`config.mk`:
```
export PLATFORM = sky130hd
export DESIGN_NAME = ebpc_stream_arbiter
export DESIGN_NICKNAME = d
export VERILOG_FILES = /design/src/rtl/ebpc_pkg.sv /design/src/rtl/rr_arbiter_comb.sv /design/src/rtl/ebpc_stream_arbiter.sv
export SDC_FILE = /design/constraint.sdc
export NUM_CORES = 1
export LEC_CHECK = 0
export ABC_AREA = 1
export CAP_MARGIN = 20
export CORE_ASPECT_RATIO = 1.2
export CORE_UTILIZATION = 47
export CTS_BUF_LIST = sky130_fd_sc_hd__clkbuf_8
export CTS_CLUSTER_DIAMETER = 50
export DETAILED_ROUTE_END_ITERATION = 8
export GPL_TIMING_DRIVEN = 0
export PLACE_DENSITY = 0.94
export SETUP_SLACK_MARGIN = 0.05
export SLEW_MARGIN = 10
export SYNTH_ARGS = -nofsm -noshare
export SYNTH_HDL_FRONTEND = slang
export SYNTH_SLANG_ARGS = --single-unit
```
`constraint.sdc`:
```
create_clock -name clk_i -period 2.9 [get_ports clk_i]
set_input_delay 0.29 -clock clk_i [delete_from_list [all_inputs] [get_ports clk_i]]
set_output_delay 0.29 -clock clk_i [all_outputs]
set_load 0.05 [all_outputs]
```
`src/rtl/ebpc_pkg.sv`:
```
// Shared EBPC definitions: datapath width and stream-arbiter state encoding.
// DATA_W is the encoder input word width; arb_state_t encodes IDLE/STREAM/DRAIN.
package ebpc_pkg;

    localparam int DATA_W = 8;

    typedef logic [1:0] arb_state_t;

    localparam arb_state_t ARB_IDLE   = 2'd0;
    localparam arb_state_t ARB_STREAM = 2'd1;
    localparam arb_state_t ARB_DRAIN  = 2'd2;

endpackage

```
`src/rtl/rr_arbiter_comb.sv`:
```
// Combinational round-robin pick: first set request at or above rr_ptr_i, wrapping.
// Ports: req_i requests, rr_ptr_i priority index, gnt_oh_o one-hot, gnt_idx_o index.
module rr_arbiter_comb #(
    parameter int N_IN = 4,
    parameter int ID_W = $clog2(N_IN)
) (
    input  logic [N_IN-1:0] req_i,
    input  logic [ID_W-1:0] rr_ptr_i,
    output logic [N_IN-1:0] gnt_oh_o,
    output logic [ID_W-1:0] gnt_idx_o
);

    logic            found;
    logic [ID_W-1:0] idx;

    always_comb begin
        gnt_oh_o  = '0;
        gnt_idx_o = '0;
        found     = 1'b0;
        idx       = '0;
        for (int i = 0; i < N_IN; i++) begin
            idx = ID_W'((int'(rr_ptr_i) + i) % N_IN);
            if (!found && req_i[idx]) begin
                found          = 1'b1;
                gnt_oh_o[idx]  = 1'b1;
                gnt_idx_o      = idx;
            end
        end
    end

endmodule

```
`src/rtl/ebpc_stream_arbiter.sv`:
```
// Frame-granular round-robin arbiter sharing one EBPC encoder among N_IN streams.
// Ports: per-requester data/last/vld/rdy, encoder data/last/vld/rdy/idle, grant/beat/done status.
module ebpc_stream_arbiter
    import ebpc_pkg::*;
#(
    parameter int N_IN  = 4,
    parameter int ID_W  = $clog2(N_IN),
    parameter int CNT_W = 16
) (
    input  logic                         clk_i,
    input  logic                         rst_i,
    input  logic [N_IN-1:0][DATA_W-1:0]  data_i,
    input  logic [N_IN-1:0]              last_i,
    input  logic [N_IN-1:0]              vld_i,
    output logic [N_IN-1:0]              rdy_o,
    output logic [DATA_W-1:0]            enc_data_o,
    output logic                         enc_last_o,
    output logic                         enc_vld_o,
    input  logic                         enc_rdy_i,
    input  logic                         enc_idle_i,
    output logic [ID_W-1:0]              grant_id_o,
    output logic                         grant_vld_o,
    output logic [CNT_W-1:0]             beat_cnt_o,
    output logic                         frame_done_o
);

    arb_state_t       state_q;
    logic [ID_W-1:0]  rr_ptr_q;
    logic [ID_W-1:0]  gnt_q;
    logic [CNT_W-1:0] beat_cnt_q;
    logic             drain_first_q;

    logic [N_IN-1:0]  arb_oh;
    logic [ID_W-1:0]  arb_idx;
    logic             start;
    logic             hs;
    logic [ID_W-1:0]  ptr_next;

    rr_arbiter_comb #(
        .N_IN (N_IN),
        .ID_W (ID_W)
    ) u_rr (
        .req_i     (vld_i),
        .rr_ptr_i  (rr_ptr_q),
        .gnt_oh_o  (arb_oh),
        .gnt_idx_o (arb_idx)
    );

    always_comb begin
        rdy_o      = '0;
        enc_data_o = '0;
        enc_last_o = 1'b0;
        enc_vld_o  = 1'b0;
        if (state_q == ARB_STREAM) begin
            enc_data_o   = data_i[gnt_q];
            enc_last_o   = last_i[gnt_q];
            enc_vld_o    = vld_i[gnt_q];
            rdy_o[gnt_q] = enc_rdy_i;
        end
    end

    assign hs    = enc_vld_o & enc_rdy_i;
    assign start = (state_q == ARB_IDLE) & enc_idle_i & (|arb_oh);

    assign ptr_next = (gnt_q == ID_W'(N_IN - 1)) ? '0 : gnt_q + 1'b1;

    assign grant_vld_o  = (state_q == ARB_STREAM) | (state_q == ARB_DRAIN);
    assign grant_id_o   = gnt_q;
    assign beat_cnt_o   = beat_cnt_q;
    // The encoder only drops idle after it has taken a beat, so the
    // first DRAIN cycle can still show a stale idle and must be skipped.
    assign frame_done_o = (state_q == ARB_DRAIN) & ~drain_first_q & enc_idle_i;

    always_ff @(posedge clk_i or posedge rst_i) begin
        if (rst_i) begin
            state_q       <= ARB_IDLE;
            rr_ptr_q      <= '0;
            gnt_q         <= '0;
            beat_cnt_q    <= '0;
            drain_first_q <= 1'b0;
        end else begin
            case (state_q)
                ARB_IDLE: begin
                    if (start) begin
                        gnt_q      <= arb_idx;
                        beat_cnt_q <= '0;
                        state_q    <= ARB_STREAM;
                    end
                end
                ARB_STREAM: begin
                    if (hs) begin
                        if (beat_cnt_q != '1) begin
                            beat_cnt_q <= beat_cnt_q + 1'b1;
                        end
                        if (enc_last_o) begin
                            state_q       <= ARB_DRAIN;
                            drain_first_q <= 1'b1;
                            rr_ptr_q      <= ptr_next;
                        end
                    end
                end
                ARB_DRAIN: begin
                    if (drain_first_q) begin
                        drain_first_q <= 1'b0;
                    end else if (enc_idle_i) begin
                        state_q <= ARB_IDLE;
                    end
                end
                default: begin
                    state_q <= ARB_IDLE;
                end
            endcase
        end
    end

endmodule

```
==> flow_summary.yaml, run 1 <==
outcome:
  status: "finished clean"
logic_synthesis:
  synth_cell_types: 31
  postSynthCellCount: 325
  synth_edf_count: 0
  synth-compound-area-share_pct: 16.6
  synth-simple-area-share_pct: 37.7
  syn_nets: 384
  synthMuxAreaShare_pct: 0
  synth_xor_area_share_pct: 3.14
  ys.flop_type: "dfrtp_1"
  synth_adder_area_share_pct: 8.42
  syn_area_per_cell_um2: 6.86
  yosys.area.top_type: "dfrtp_1"
  synth_sequential_area_ratio_pct: 25.8
  synth_top_family_by_area: "simple AND/OR/NAND/NOR gates"
  yosysWarnings: 0
  synth.area.top_cells: "dfrtp_1 26%, nor2_1 9.4%, nand2_1 8.9%"
  synthArstFlopShare_pct: 100
  ys_ff_latch: 23
  netlist.area_leader.share_pct: 25.8
  synth_area_um2: 2230
layout:
  fin_nets: 466
  drive_gt1_share_pct: 18.7
  area_growth_pct: 37.9
  antennaDiodeCount: 0
timing:
  min_period_ns: 2.67
  slew_headroom_pct: 41.8
  finClkSkew_ns: 0.00353
  drv_slew: 0
  fin_crit_sh_pct: 91.9
  hold_viol: 0
  finalSetupViolCount: 0
  worst_pin_slew_ns: 0.873
  tns_ns: 0
  max_freq_ghz: 0.375
  timing.hold.ws_ns: 0.499
  rsz0062_at_grt: "no"
power_and_ir_drop:
  p_leak_nw: 1.39
  powerDensity_nw_per_um2: 865
  ir_drop_mv: 0.442
worst_setup_path:
  end_kind: "primary output"
  worstPathRequired_ns: 2.61
  cp_max_fo: 10
  slowest_stage: "clkdlybuf4s15_1"
  crit_buf_inv: 5
  crit_path_cell_trace: "inv_1 -> ha_1 -> clkbuf_1 -> inv_1 -> clkbuf_1 -> a21oi_1 -> clkdlybuf4s15_1"
  slowest_delay_ns: 0.52
  critPathLaunch: "state_q[1]"
  crit_arrival_ns: 2.38
  r2r_start: "rr_ptr_q[0]"
  critPathLaunchType: "flop"
  cpLargestDelayFamily: "buffers and inverters"
  path_class: "reg2out"
die:
  die_w_um: 64.9
  rows: 27
  die_area_um2: 5020
  core_area_um2: 4560
  start_util_pct: 48.9
  ios: 78
  dieHeight_um: 77.5
min_path:
  hold_class: "in2async"
detailed_routing:
  via_count: 2452
  wl_per_cell_um: 13.4
  routed_wl_mm: 6.23
  drc: 0
  drtIter0Drc: 156
  first_pass_iters: 4
  antenna_left: 0
  via_per_inst: 5.28
cts:
  clk_latency_ns: 0.27
  cts_tree: "built"
  cts.sinks: 23
  ctsHoldBuffers: 0
  ctsHtreeMaxLevel: 1
  clockBufferDepth: 2
  cts_root_buf: "clkbuf_8"
  post_cts_buffers: 0
  clk_pin_slew_worst_paths_ns: 0.08
  numCtsBuffers: 3
placed_design:
  port_buffers: 77
  dp_hpwl_mm: 4.80
  gp_congestion: 0.953
grt:
  track_usage_pct: 26.2
  first_global_vias: 2467
  grt_pass1_wl_mm: 10.5
  grt_max_degree: 24
  grt.overflow.total: 0
  grt_antenna_before_repair: 0
run:
  maxCapViolCount: 0
-- cells in the mapped netlist, types with 8 or more instances --
master    count
or2_2         9
nand2_2      22
ha_1         15
o21ai_0      19
nand2_1      53
nand3_1      17
nor2_1       56
clkbuf_1      8
dfrtp_1      23
o21ai_2      16
a21oi_1      15
inv_1        24
-- per-stage QoR --
stage / setup slack, ns / power, mW / cell area, um2 / util (%) / instances
6_report: 0.234 / 2.66 / 3080 / 67.4 / 464
3_3_place_gp: 0.150 / 2.46 / 3070 / 67.4 / 460
4_1_cts: 0.108 / 2.67 / 3100 / 68.0 / 464
3_5_place_dp: 0.123 / 2.51 / 3070 / 67.4 / 460
5_1_grt: 0.0578 / 2.89 / 3080 / 67.4 / 464
2_1_floorplan: 0.283 / 1.97 / 2230 / - / 325
-- report_power, final --
part / switching [mW] / internal, mW / total [mW]
combinational: 1.38 / 0.625 / 2.00
sequential: 0.0809 / 0.378 / 0.459
clock: 0.105 / 0.0948 / 0.199
total: 1.56 / 1.10 / 2.66
-- path summary, 6_finish.rpt --
check	depth (start not counted)	slack, ns	to
setup reg to reg	16	0.39	beat_cnt_o[15]
hold / removal	2	0.50	beat_cnt_o[11]
max in group asynchronous	2	1.86	beat_cnt_o[5]
hold reg to reg	2	0.54	state_q[1]
min in group clk_i	2	0.54	state_q[1]
setup / recovery	7	0.23	enc_data_o[3]
-- cell type report --
cell class                      count  area [um2]
Buffer                             12        71.3
Clock buffer                        3        41.3
Clock inverter                      1        3.75
Fill cell                         395        1490
Inverter                           31         116
Multi-Input combinational cell    259        1470
Sequential cell                    23         576
Tap cell                           58        72.6
Timing Repair Buffer               77         726
-- metal layers --
layer | GRT usage, % | routed length [um] | vias up | part of all wire, %
met5 | 0 | 0 | - | 0
met4 | 11.6 | 167 | 0 | 2.7
met3 | 2.79 | 402 | 18 | 6.5
met2 | 47.9 | 3240 | 90 | 52
met1 | 29.8 | 2420 | 1130 | 39
li1 | - | - | 1214 | -
-- layout by cell type (no fill, tap or decap), types with 6 or more instances in the layout --
master,netlist,routed
ha_1,15,15
clkdlybuf4s50_1,0,64
nand2_1,53,53
nand3_1,17,17
a21oi_1,15,15
inv_1,24,25
o21ai_0,19,19
nand2_2,22,22
nor2_1,56,56
dfrtp_1,23,23
inv_2,7,7
nor3_1,7,7
xor2_1,7,7
nand4_1,7,7
o21ai_2,16,16
clkbuf_2,0,10
clkbuf_1,8,6
or2_2,9,9
-- timing repair --
action | CTS | global route
endpoints found under the setup margin | 13 | 9
pin swaps | 0 | 0
gates resized for setup | 14 | 19
-- cells by family after synthesis --
group	count (synthesis)
AND/OR/NAND/NOR	178
flip-flops	23
buffers and inverters	43
XOR/XNOR	8
adder cells (fa/ha/maj)	15
AO/OA/AOI/OAI	58
-- sequential cells by signal, summed over array words and instances, names as in the netlist --
name	flops
beat_cnt_o	16
rr_ptr_q	2
grant_id_o	2
drain_first_q	1
state_q	2
(Power assumes the default switching activity.)
==> inputs of run 2 (changes only) <==
--- a/config.mk
+++ b/config.mk
@@ -6,12 +6,14 @@
 export NUM_CORES = 1
 export LEC_CHECK = 0
 export ABC_AREA = 1
+export ABC_CLOCK_PERIOD_IN_PS = 2900
 export CAP_MARGIN = 20
 export CORE_ASPECT_RATIO = 1.2
 export CORE_UTILIZATION = 47
 export CTS_BUF_LIST = sky130_fd_sc_hd__clkbuf_8
 export CTS_CLUSTER_DIAMETER = 50
 export DETAILED_ROUTE_END_ITERATION = 8
+export GPL_ROUTABILITY_DRIVEN = 0
 export GPL_TIMING_DRIVEN = 0
 export PLACE_DENSITY = 0.94
 export SETUP_SLACK_MARGIN = 0.05
==> run 2 against run 1 <==
  * Cell area decreased by 0.37%
  * Maximum frequency increased by 0.36%
  * Count of clock-buffer cells in the layout unchanged
  * Setup slack improved by 0.0095 ns
  * Critical path depth unchanged
  * Cell count unchanged
  * Non-clock buffer count unchanged
  * Utilization decreased by 0.25 points
  * Register-to-register slack improved by 0.03 ns
  * Global-route usage increased by 0.18 points
==> flow_summary.yaml, run 2 (synthesis results as in run 1) <==
layout:
  final_cell_mix: "64 x clkdlybuf4s50_1, 56 x nor2_1, 53 x nand2_1"
  largest_reg_flops: 16
  area_growth_pct: 37.4
  drive_gt1_share_pct: 19.7
  fin_nets: 466
  seq_area_um2: 576
  final_common_cell: "clkdlybuf4s50_1"
  antennaDiodeCount: 0
  multi_input_area_um2: 1470
  fillers: 382
timing:
  finalSetupViolCount: 0
  timing.hold.ws_ns: 0.509
  fin_crit_sh_pct: 91.6
  slew_headroom_pct: 40.7
  min_period_ns: 2.66
  max_freq_ghz: 0.376
  tns_ns: 0
  drv_slew: 0
  finClkSkew_ns: 0.00502
  worst_pin_slew_ns: 0.888
  rsz0062_at_grt: "no"
  hold_viol: 0
die:
  die_w_um: 64.9
  start_util_pct: 48.9
  dieHeight_um: 77.5
  die_area_um2: 5020
  core_area_um2: 4560
  ios: 78
  rows: 27
detailed_routing:
  drc: 0
  antenna_left: 0
  routed_wl_mm: 6.23
  first_pass_iters: 4
  via_count: 2462
  drtIter0Drc: 184
  via_per_inst: 5.31
  wl_per_cell_um: 13.4
cts:
  clk_pin_slew_worst_paths_ns: 0.08
  clk_latency_ns: 0.27
  cts_root_buf: "clkbuf_8"
  ctsHtreeMaxLevel: 1
  numCtsBuffers: 3
  post_cts_buffers: 0
  cts_resized: 14
  cts.sinks: 23
  clockBufferDepth: 2
  ctsHoldBuffers: 0
  cts_tree: "built"
worst_setup_path:
  crit_arrival_ns: 2.37
  cp_max_fo: 10
  critPathLaunchType: "flop"
  r2r-end: "beat_cnt_o[11]"
  worstPathRequired_ns: 2.61
  end_kind: "primary output"
  critPathLaunch: "state_q[1]"
  r2r_start: "rr_ptr_q[0]"
  endpoint: "enc_vld_o"
  reg2reg_depth: 16
  path_class: "reg2out"
  rrSetupSlack_ns: 0.42
grt:
  track_usage_pct: 26.4
  grt.overflow.total: 0
  grt_pass1_wl_mm: 10.7
  first_global_vias: 2418
  grt_max_degree: 24
  grt_antenna_before_repair: 0
power_and_ir_drop:
  p_leak_nw: 1.38
  powerDensity_nw_per_um2: 869
  ir_drop_mv: 0.462
placed_design:
  port_buffers: 77
  dp_hpwl_mm: 4.84
run:
  maxCapViolCount: 0
outcome:
  status: "finished clean"
min_path:
  hold_class: "in2async"
-- run 2: cell count changes in the layout (fill, tap and decap cells not counted), sizes merged --
| cell | previous run | this run |
|---|---|---|
| clkinv | 0 | 1 |
| clkdlybuf4s15 | 1 | 0 |
| clkbuf | 19 | 22 |
| dlygate4sd2 | 4 | 2 |
| inv | 32 | 31 |
-- run 2: area by class of cell --
cell class / count / area share [%]
multi-input combinational: 259 / 47.9
timing repair buffer: 77 / 23.3
sequential: 23 / 18.8
inverter: 31 / 3.80
tap: 58 / 2.37
buffer: 12 / 2.33
clock buffer: 3 / 1.35
clock inverter: 1 / 0.163
-- run 2: how the worst min path moves through the flow --
stage | depth (start not counted) | startpoint | slack, ns | to
CTS | 2 | state_q[1] | 0.53 | state_q[1]
floorplan | 1 | rst_i | 0.29 | beat_cnt_o[0]
detailed placement | 2 | state_q[1] | 0.51 | state_q[1]
global route | 2 | state_q[1] | 0.55 | state_q[1]
finish | 2 | rst_i | 0.51 | beat_cnt_o[6]
global placement | 2 | state_q[0] | 0.50 | state_q[0]
-- run 2: power by group --
group | internal (mW) | leakage [nW] | switching, mW
Sequential | 0.378 | 0.306 | 0.0792
Combinational | 0.622 | 1.05 | 1.38
Clock | 0.0963 | 0.0255 | 0.109
-- run 2: per-layer routing --
layer	track usage, %	vias to the layer above	part of all wire (%)
met5	0	-	0
met1	31.0	1145	40
li1	-	1219	-
met4	10.9	0	2.4
met3	2.94	17	4.7
met2	47.3	81	53
-- run 2: per-stage QoR --
step	std cells	setup WS [ns]	power (mW)	util (%)	area, um2
finish	464	0.243	2.66	67.2	3060
floorplan	325	0.283	1.97	-	2230
global placement	460	0.132	2.46	67.4	3070
global route	464	0.0599	2.88	67.2	3060
detailed placement	460	0.0812	2.52	67.4	3070
CTS	464	0.0612	2.68	68.1	3100
-- run 2: critical path, stage by stage, from the launching register on --
cell and delay [ns]:
dfrtp_1 0.41, inv_1 0.10, ha_1 0.17, clkbuf_1 0.24, inv_1 0.20, clkbuf_1 0.29, nor2_1 0.15, dlygate4sd2_1 0.53
